==> config.mk <==
export PLATFORM = sky130hd
export DESIGN_NAME = fetch_stage
export DESIGN_NICKNAME = d
export VERILOG_FILES = /design/src/rtl/fetch_stage.sv
export SDC_FILE = /design/constraint.sdc
export NUM_CORES = 1
export LEC_CHECK = 0
export CAP_MARGIN = 20
export CORE_MARGIN = 3
export CORE_UTILIZATION = 29
export DETAILED_ROUTE_END_ITERATION = 16
export PLACE_DENSITY = 0.67
export SLEW_MARGIN = 20
export SYNTH_ARGS = -nofsm -noshare
export SYNTH_HDL_FRONTEND = slang
export SYNTH_SLANG_ARGS = --single-unit
==> constraint.sdc <==
create_clock -name clk -period 3.06 [get_ports clk]
set_clock_uncertainty 0.2 [all_clocks]
set_input_delay 0.765 -clock clk [delete_from_list [all_inputs] [get_ports clk]]
set_output_delay 0.765 -clock clk [all_outputs]
set_load 0.005 [all_outputs]
==> src/rtl/fetch_stage.sv <==
// LC-3b fetch stage: owns the architectural PC, fetches from the icache, loads the DE latches.
// Latency: an instruction hit at pc appears in de_ir one cycle later; back-to-back hits stream at one per cycle.
// Backpressure: dep/mem stalls freeze the DE latches, and branch stalls freeze the PC; stalled hits are dropped and re-read.
module fetch_stage #(
   parameter logic [15:0] RESET_PC = 16'h3000
) (
   input  logic        clk,
   input  logic        reset,
   output logic        icache_req,
   output logic [15:0] icache_addr,
   input  logic        icache_ready,
   input  logic [15:0] icache_data,
   input  logic        dep_stall,
   input  logic        mem_stall,
   input  logic        v_de_br_stall,
   input  logic        v_agex_br_stall,
   input  logic        v_mem_br_stall,
   input  logic [1:0]  mem_pcmux,
   input  logic [15:0] target_pc,
   input  logic [15:0] trap_pc,
   output logic [15:0] de_npc,
   output logic [15:0] de_ir,
   output logic        de_v,
   output logic [15:0] pc
);

   typedef enum logic [0:0] {
      IDLE  = 1'b0,
      FETCH = 1'b1
   } state_t;

   // mem_pcmux encodings; the fourth code is reserved and behaves as no redirect
   localparam logic [1:0] PCMUX_NONE   = 2'd0;
   localparam logic [1:0] PCMUX_TARGET = 2'd1;
   localparam logic [1:0] PCMUX_TRAP   = 2'd2;

   state_t      state;
   state_t      state_nxt;

   logic        in_fetch;
   logic        hit;
   logic        br_stall;
   logic        ld_de;
   logic        redirect;
   logic        advance;
   logic [15:0] pc_inc;
   logic [15:0] redirect_pc;
   logic [15:0] pc_nxt;
   logic        de_v_nxt;

   // Derived control terms shared by the PC and DE latch updates
   always_comb begin
      in_fetch    = (state == FETCH);
      hit         = in_fetch & icache_ready;
      br_stall    = v_de_br_stall | v_agex_br_stall | v_mem_br_stall;
      ld_de       = ~(dep_stall | mem_stall);
      redirect    = (mem_pcmux == PCMUX_TARGET) | (mem_pcmux == PCMUX_TRAP);
      // A hit only consumes the word when decode can take it and no control instr is in flight
      advance     = hit & ld_de & ~br_stall;
      // 16-bit add wraps FFFE to 0000 naturally
      pc_inc      = pc + 16'd2;
      redirect_pc = (mem_pcmux == PCMUX_TARGET) ? target_pc : trap_pc;
      // Word is valid for decode only if it was really fetched and not squashed
      de_v_nxt    = hit & ~br_stall & ~redirect;
   end

   // Next PC: a MEM redirect wins over everything, including stalls
   always_comb begin
      pc_nxt = pc;
      if (redirect) begin
         pc_nxt = redirect_pc;
      end else if (advance) begin
         pc_nxt = pc_inc;
      end
   end

   // FSM state register
   always_ff @(posedge clk) begin
      if (reset) begin
         state <= IDLE;
      end else begin
         state <= state_nxt;
      end
   end

   // FSM next state: a redirect abandons the in-flight access for one idle cycle
   always_comb begin
      state_nxt = state;
      case (state)
         IDLE:    state_nxt = FETCH;
         FETCH:   state_nxt = redirect ? IDLE : FETCH;
         default: state_nxt = IDLE;
      endcase
   end

   // FSM outputs: request only while fetching; the address is always the PC so it is stable while held
   always_comb begin
      icache_req  = in_fetch;
      icache_addr = pc;
   end

   // Architectural PC register
   always_ff @(posedge clk) begin
      if (reset) begin
         pc <= RESET_PC;
      end else begin
         pc <= pc_nxt;
      end
   end

   // DE latches: all three load together when decode is not stalled, otherwise hold
   always_ff @(posedge clk) begin
      if (reset) begin
         de_npc <= 16'h0000;
         de_ir  <= 16'h0000;
         de_v   <= 1'b0;
      end else if (ld_de) begin
         de_npc <= pc_inc;
         de_ir  <= icache_data;
         de_v   <= de_v_nxt;
      end
   end

   // PCMUX_NONE is kept for readability of the encoding table only
   logic unused_ok;
   always_comb begin
      unused_ok = (PCMUX_NONE == 2'd0);
   end

endmodule

==> impl_metrics.json, run 1 <==
{
  "worstSkewPairLatency_ps": 300,
  "coreArea_sq_um": 8423,
  "grt_use_met2": 0.2569,
  "cts_buffers": 5,
  "synth_edf_count": 0,
  "regArea_sq_um": 1001,
  "row_count": 33,
  "rrSetupSlack_ps": 800,
  "dp_slack_ps": 251.6,
  "synthDistinctLibCells": 44,
  "drive_gt1_frac": 0.06143,
  "clock_path_buffers": 2,
  "grt_util_met3": 0.02710,
  "initial_utilization": 0.3061,
  "grt_busiest_layer": "met2",
  "path_class": "primary input to flip-flop",
  "gp_congestion": 0.8095,
  "syn_area_sq_um": 2579,
  "track_usage": 0.1521,
  "grt.overflow.total": 0,
  "antenna_found_initial": 0,
  "multi_input_area_sq_um": 1336,
  "finalCritPeriodShare": 0.8092,
  "grt_pass1_vias": 2453,
  "grt_max_degree": 47,
  "detail-route-antenna-nets": 0,
  "min_path_type": "flip-flop to flip-flop",
  "hold_violations": 0,
  "area_delta_synth_final_pct": 51.19,
  "die_w_um": 100.3,
  "yosys_warnings": 0,
  "synth_ff_type": "dfxtp_1",
  "worstReg2RegStart": "icache_addr[1]",
  "postCtsSetupRepairBufs": 0,
  "dieArea_sq_um": 10060,
  "min_from": "de_ir[15]",
  "cts_tree": "yes",
  "drt_iter0_drc": 102,
  "finalWorstSetupSlack_ps": 583.8,
  "hold_depth": 2,
  "ys_seq_elements": 50,
  "synth.area.top_cells": "dfxtp_1 (39%), a211oi_1 (8.2%), nand2_1 (6.6%)",
  "synth_top_area_cell": "dfxtp_1",
  "dpl.hpwl_mm": 5.849,
  "drt_first_pass_iters": 4,
  "root_buffer": "clkbuf_8",
  "synthCells": 309,
  "peakVddDrop_uv": 244.0,
  "status": "finished, final reports clean",
  "layout.nets": 467,
  "met1_usage": 0.1974,
  "crit_required_ps": 3080,
  "netlist.area_leader.share": 0.3882,
  "power_density_nw_per_um2": 413.4,
  "cts_resized": 0,
  "wirelength_mm": 7.572,
  "cts.sinks": 50,
  "syn_nets": 369,
  "maxCapViolCount": 0,
  "viasPerCell": 4.988,
  "antenna_cells": 0,
  "max_clock_freq_mhz": 403.8,
  "wire_per_inst_um": 14.79,
  "min_to": "de_ir[15]",
  "synth_seq_area_share": 0.3882,
  "die_y_um": 100.3,
  "cp_data_arrival_time_ps": 2490,
  "worstPathMaxFanout": 13,
  "setup-tns-final_ps": 0,
  "rr_worst_depth": 5,
  "postCtsHoldBufs": 0,
  "h-tree-depth": 2,
  "reg2reg_to": "icache_addr[13]",
  "avgSynthCellArea_sq_um": 8.345,
  "num-fill-cells": 878,
  "synthTopCellsByCount": "dfxtp_1 (50), nand2_1 (45), a211oi_1 (28), a21oi_1 (21)",
  "num_vias": 2554,
  "endpoint_kind": "flip-flop",
  "setup_viol": 0,
  "rsz0062_at_grt": "false",
  "io_pins": 124,
  "path_clk_slew_ps": 90,
  "io_buffers": 123,
  "worst_pin_slew_ps": 579.4,
  "startpoint_type": "primary input",
  "drv_slew": 0,
  "drc": 0,
  "period_minus_slack_ps": 2476,
  "p_leak_uw": 0.001309,
  "async_flop_share": 0,
  "slew_headroom": 0.6037,
  "yosys.cell_count.top_type": "dfxtp_1",
  "grt_first_pass_wirelength_mm": 12.31
}
==> where the power goes <==
group / internal, uW / leakage (uW) / total (uW) / switching [uW]
sequential: 697 / 0.000412 / 758 / 60.4
clock: 262 / 0.0000573 / 469 / 208
combinational: 243 / 0.000840 / 385 / 142
==> through the flow <==
| stage | area, sq um | hold slack, ps | cells | util | total power (uW) |
|---|---|---|---|---|---|
| after CTS | 3899 | 262.3 | 512 | 0.4629 | 1640 |
| after global placement | 3786 | 240.3 | 505 | 0.4495 | 1156 |
| after global routing | 3899 | 280.9 | 512 | 0.4629 | 1702 |
| after floorplan | 2579 | 249.0 | 309 | - | 935.5 |
| after detailed placement | 3786 | 249.5 | 505 | 0.4495 | 1163 |
| final | 3899 | 258.6 | 512 | 0.4629 | 1612 |
==> worst max path at each step <==
| stage | from | end | slack (ps) | cells after the start |
|---|---|---|---|---|
| 2_1_floorplan | mem_pcmux[1] | icache_addr[13] | 830 | 7 |
| 3_3_place_gp | mem_stall | icache_addr[7] | 290 | 5 |
| 3_5_place_dp | mem_stall | icache_addr[15] | 250 | 7 |
| 4_1_cts | mem_stall | icache_addr[9] | 580 | 5 |
| 5_1_grt | mem_pcmux[1] | icache_addr[14] | 430 | 7 |
| 6_report | mem_stall | icache_addr[7] | 580 | 5 |
==> cells by family (layout without fill, tap and decap cells) <==
kind of cell               Yosys count  count (layout)  share of synthesized area
AOI/OAI and AO/OA                   70              70                     0.1853
DFF                                 50              50                     0.3882
buffers and inverters               44             142                    0.09656
muxes                                5               5                    0.01941
adders and majority gates            2               2                   0.009702
and+or+nand+nor                    121             121                     0.2431
xor gates and xnor gates            17              17                    0.05774
==> area by class of cell <==
type                       count  share of cell area
inverter                       3            0.002888
tap                          105             0.03370
timing repair buffer         132              0.3350
clock buffer                   6             0.02118
clock inverter                 1            0.007702
multi-input combinational    215              0.3427
sequential                    50              0.2567
==> state kept, by name, indices dropped and copies added (netlist names) <==
signal       flops
icache_req       1
de_v             1
de_npc          16
de_ir           16
icache_addr     16
==> layout by cell type (no fill, tap or decap), types with 2 or more instances in the layout <==
master / n
a2111oi_0: 2
a211oi_1: 28
a21oi_1: 21
a311oi_1: 6
a31oi_1: 2
and2_1: 3
buf_4: 8
clkbuf_8: 6
clkdlybuf4s50_1: 122
dfxtp_1: 50
ha_1: 2
inv_1: 3
mux2i_1: 5
nand2_1: 45
nand3_1: 8
nand4_1: 8
nor2_1: 18
nor2b_1: 12
nor3_1: 4
nor4_1: 2
o211ai_1: 2
o21ai_0: 3
o31ai_1: 2
or3_1: 7
or4_1: 2
xnor2_1: 7
xor2_1: 10
==> worst max-delay path, stage by stage <==
cell	delay [ps]
clkdlybuf4s50_1	510
nor4b_4	380
nand2_2	200
or3_1	390
a311oi_1	250
==> per-layer routing <==
| metal | vias up | routed length (um) | part of all wire |
|---|---|---|---|
| li1 | 1283 | - | - |
| met1 | 1173 | 3332 | 0.44 |
| met2 | 94 | 3698 | 0.49 |
| met3 | 4 | 471 | 0.062 |
| met4 | 0 | 70 | 0.0092 |
| met5 | - | 0 | 0 |
Power figures use the tool's default switching activity.
==> run 2, diff against run 1 <==
- clock period: 3.06 -> 2.5 ns (I/O delays scaled with it)
==> run 2 against run 1 <==
Final area up 2.6%. Total power up 25%. Hold slack better by 1.9 ps. Core utilization increased by 1.2 points. Global-route usage increased by 0.44 points. Cell count grew 2.7%. Flip-flop and latch count did not move. Largest cell class is now buffers. Highest routed layer unchanged.
==> impl_metrics.json, run 2 (synthesis gave the netlist of run 1 again) <==
{
  "period_minus_slack_ps": 2292,
  "maxCapViolCount": 0,
  "place_area_sq_um": 3884,
  "drt_first_pass_iters": 4,
  "cts.sinks": 50,
  "path_class": "primary input to flip-flop",
  "status": "finished, final reports clean",
  "cts_tree": "yes",
  "grt_first_pass_wirelength_mm": 12.44,
  "hold_slack_ps": 260.5,
  "worstSkewPairLatency_ps": 310,
  "num-fill-cells": 867,
  "drive_gt1_frac": 0.09264,
  "crit_required_ps": 2510,
  "drt_iter0_drc": 109,
  "grt_pass1_vias": 2487,
  "layout_common_cells": "clkdlybuf4s50_1 (122), dfxtp_1 (50), nand2_1 (45)",
  "final_area_sq_um": 4000,
  "root_buffer": "clkbuf_8",
  "dieArea_sq_um": 10060,
  "worst_pin_slew_ps": 436.8,
  "startpoint_type": "primary input",
  "initial_utilization": 0.3061,
  "h-tree-depth": 2,
  "min_path_type": "flip-flop to flip-flop",
  "grt_max_degree": 47,
  "p_leak_uw": 0.001375,
  "wirelength_mm": 7.786,
  "clock_path_buffers": 2,
  "detail-route-antenna-nets": 0,
  "io_pins": 124,
  "rsz0062_at_grt": "false",
  "drv_slew": 0,
  "drc": 0,
  "power_density_nw_per_um2": 503.0,
  "finalCritPeriodShare": 0.9167,
  "cts_buffers": 5,
  "io_buffers": 123,
  "viasPerCell": 4.924,
  "postCtsSetupRepairBufs": 0,
  "endpoint_kind": "flip-flop",
  "max_clock_freq_mhz": 436.3,
  "row_count": 33,
  "peakVddDrop_uv": 235.9,
  "slowest_stage": "clkdlybuf4s50_1",
  "worstPathMaxFanout": 10,
  "layout.nets": 480,
  "final_common_cell": "clkdlybuf4s50_1",
  "antenna_found_initial": 0,
  "num_vias": 2590,
  "track_usage": 0.1565,
  "die_y_um": 100.3,
  "setup_viol": 0,
  "area_delta_synth_final_pct": 55.12,
  "postCtsHoldBufs": 0,
  "die_w_um": 100.3,
  "cts_resized": 0,
  "hold_violations": 0,
  "grt.overflow.total": 0,
  "cp_cell_sequence": "clkdlybuf4s50_1 -> nor4b_4 -> nand2_2 -> or3_1 -> a311oi_1",
  "critical_path_buf_inv_count": 1,
  "path_clk_slew_ps": 90,
  "wire_per_inst_um": 14.80,
  "coreArea_sq_um": 8423,
  "antenna_cells": 0,
  "slew_headroom": 0.7066,
  "gp_congestion": 0.8008,
  "cp_data_arrival_time_ps": 2300,
  "slowest_delay_ps": 480,
  "cpLargestDelayFamily": "simple AND/OR/NAND/NOR gates",
  "dpl.hpwl_mm": 6.043
}
-- run 2: tightest hold or removal path, delay by kind of cell, from the launching register on --
family | cells | cell delay, ps
AOI/OAI and AO/OA | 1 | 50
DFF | 1 | 320
and+or+nand+nor | 1 | 50
-- run 2: metal layers --
metal / up-vias / GRT usage / share of wire
li1: 1307 / - / -
met1: 1181 / 0.2027 / 0.43
met2: 93 / 0.2564 / 0.49
met3: 9 / 0.03266 / 0.064
met4: 0 / 0.05699 / 0.016
met5: - / 0 / 0
-- run 2: cell type report --
cell class	instances	area, sq um	area share
repair buffers	145	1404	0.3510
multi-input cells	215	1336	0.3341
flip-flops and latches	50	1001	0.2502
well taps	105	131.4	0.03284
clock buffers	5	68.82	0.01720
clock inverters	3	47.55	0.01189
inverters	3	11.26	0.002815
-- run 2: metrics by stage --
step / instances / total power (uW) / TNS [ps] / worst slack [ps] / utilization
5_1_grt: 526 / 2117 / 0 / 86.26 / 0.4749
3_3_place_gp: 518 / 1428 / -147.7 / -75.72 / 0.4611
6_report: 526 / 2012 / 0 / 208.1 / 0.4749
3_5_place_dp: 518 / 1439 / -457.2 / -141.7 / 0.4611
4_1_cts: 526 / 2038 / 0 / 180.4 / 0.4749
2_1_floorplan: 309 / 1145 / 0 / 409.7 / -
-- run 2: path summary, 6_finish.rpt --
| kind | startpoint | end | slack, ps | depth (start not counted) |
|---|---|---|---|---|
| hold reg to reg | de_ir[12] | de_ir[12] | 260 | 2 |
| hold / removal | de_ir[12] | de_ir[12] | 260 | 2 |
| setup / recovery | mem_stall | icache_addr[9] | 210 | 5 |
| setup reg to reg | icache_addr[2] | icache_addr[9] | 260 | 5 |
-- run 2: report_power, final --
group | switching [uW] | total [uW] | internal (uW)
sequential | 68.7 | 922 | 854
clock | 289 | 595 | 306
combinational | 185 | 495 | 309
==> run 3, diff against run 2 <==
- RECOVER_POWER: default -> 50
==> run 3 against run 2 <==
Global-route usage is the same. Critical endpoint is now icache_addr[8]. Wire length about the same. Worst setup slack got worse by 9.3 ps. Core utilization decreased by 0.19 points. Critical path depth rose by 1.
==> impl_metrics.json, run 3 (synthesis gave the netlist of run 1 again) <==
{
  "status": "finished, final reports clean",
  "power_density_nw_per_um2": 501.4,
  "hold_violations": 0,
  "drive_gt1_frac": 0.09026,
  "p_switching_uw": 541.7,
  "drt_first_pass_iters": 4,
  "postCtsSetupRepairBufs": 0,
  "antenna_found_initial": 0,
  "path_clk_slew_ps": 90,
  "layout_common_cells": "clkdlybuf4s50_1 (91), dfxtp_1 (50), nand2_1 (45)",
  "dieArea_sq_um": 10060,
  "place_area_sq_um": 3884,
  "track_usage": 0.1565,
  "endpoint_kind": "flip-flop",
  "final_cell_count_no_fill": 526,
  "dpl.cell_count": 518,
  "grt_pass1_vias": 2487,
  "io_pins": 124,
  "layout.nets": 480,
  "slew_headroom": 0.6835,
  "crit_required_ps": 2480,
  "cts.sinks": 50,
  "drv_slew": 0,
  "antenna_cells": 0,
  "detail-route-antenna-nets": 0,
  "worstPathMaxFanout": 8,
  "grt_first_pass_wirelength_mm": 12.44,
  "cts_tree": "yes",
  "max_clock_freq_mhz": 434.6,
  "row_count": 33,
  "power.share.clock": 0.298,
  "startpoint_type": "primary input",
  "num_vias": 2599,
  "drc": 0,
  "wirelength_mm": 7.788,
  "die_w_um": 100.3,
  "worst_pin_slew_ps": 474.7,
  "peakVddDrop_uv": 234.9,
  "worstSkewPairLatency_ps": 310,
  "cts_buffers": 5,
  "area_delta_synth_final_pct": 54.49,
  "clock_path_buffers": 2,
  "finalCritPeriodShare": 0.9205,
  "h-tree-depth": 2,
  "maxCapViolCount": 0,
  "cts_resized": 0,
  "dpl.hpwl_mm": 6.043,
  "period_minus_slack_ps": 2301,
  "io_buffers": 123,
  "initial_utilization": 0.3061,
  "die_y_um": 100.3,
  "grt.overflow.total": 0,
  "final_area_sq_um": 3984,
  "num-fill-cells": 870,
  "rsz0062_at_grt": "false",
  "path_class": "primary input to flip-flop",
  "coreArea_sq_um": 8423,
  "final_util": 0.4730,
  "p_leak_uw": 0.001451,
  "final_common_cell": "clkdlybuf4s50_1",
  "cp_data_arrival_time_ps": 2280,
  "swShare": 0.2712,
  "setup-tns-final_ps": 0,
  "pwr-share-comb": 0.241,
  "internal-power_uw": 1456,
  "grt_max_degree": 47,
  "p_seq_frac": 0.461,
  "viasPerCell": 4.941,
  "min_path_type": "flip-flop to flip-flop",
  "wire_per_inst_um": 14.81,
  "gp_congestion": 0.8008,
  "setup_viol": 0,
  "postCtsHoldBufs": 0,
  "root_buffer": "clkbuf_8",
  "drt_iter0_drc": 91
}
-- run 3: routing by layer --
| layer | vias up | GRT usage | part of all wire |
|---|---|---|---|
| li1 | 1309 | - | - |
| met1 | 1183 | 0.2027 | 0.43 |
| met2 | 98 | 0.2564 | 0.48 |
| met3 | 9 | 0.03266 | 0.069 |
| met4 | 0 | 0.05699 | 0.016 |
| met5 | - | 0 | 0 |
-- run 3: power groups by stage --
stage / combinational [uW] / sequential (uW) / clock, uW
floorplan: 218 / 927 / 0
global placement: 491 / 937 / 0
detailed placement: 499 / 940 / 0
CTS: 501 / 922 / 615
global route: 528 / 932 / 642
finish: 482 / 921 / 595
-- run 3: area by class of cell --
| type | count | area [sq um] | area share |
|---|---|---|---|
| Multi-Input combinational cell | 215 | 1336 | 0.3354 |
| Tap cell | 105 | 131.4 | 0.03298 |
| Clock inverter | 3 | 47.55 | 0.01193 |
| Sequential cell | 50 | 1001 | 0.2513 |
| Inverter | 3 | 11.26 | 0.002827 |
| Clock buffer | 5 | 68.82 | 0.01727 |
| Timing Repair Buffer | 145 | 1388 | 0.3483 |
-- run 3: metrics by stage --
stage | hold WS, ps | power (uW) | setup slack, ps
2_1_floorplan | 249.0 | 1145 | 409.7
3_3_place_gp | 240.3 | 1428 | -75.72
3_5_place_dp | 248.2 | 1439 | -141.7
4_1_cts | 263.0 | 2038 | 180.4
5_1_grt | 278.7 | 2102 | 98.45
6_report | 257.6 | 1997 | 198.8
-- run 3: final timing paths --
check             slack (ps)              to            from  depth (start not counted)
setup / recovery         200  icache_addr[8]    mem_pcmux[1]                          6
hold / removal           260       de_ir[12]       de_ir[12]                          2
setup reg to reg         260  icache_addr[9]  icache_addr[2]                          5
hold reg to reg          260       de_ir[12]       de_ir[12]                          2
-- run 3: worst max-delay path: stages --
cell and delay [ps]:
dlygate4sd3_1 520, inv_1 40, ha_1 340, inv_1 250
a311oi_1 90, a2111oi_1 420
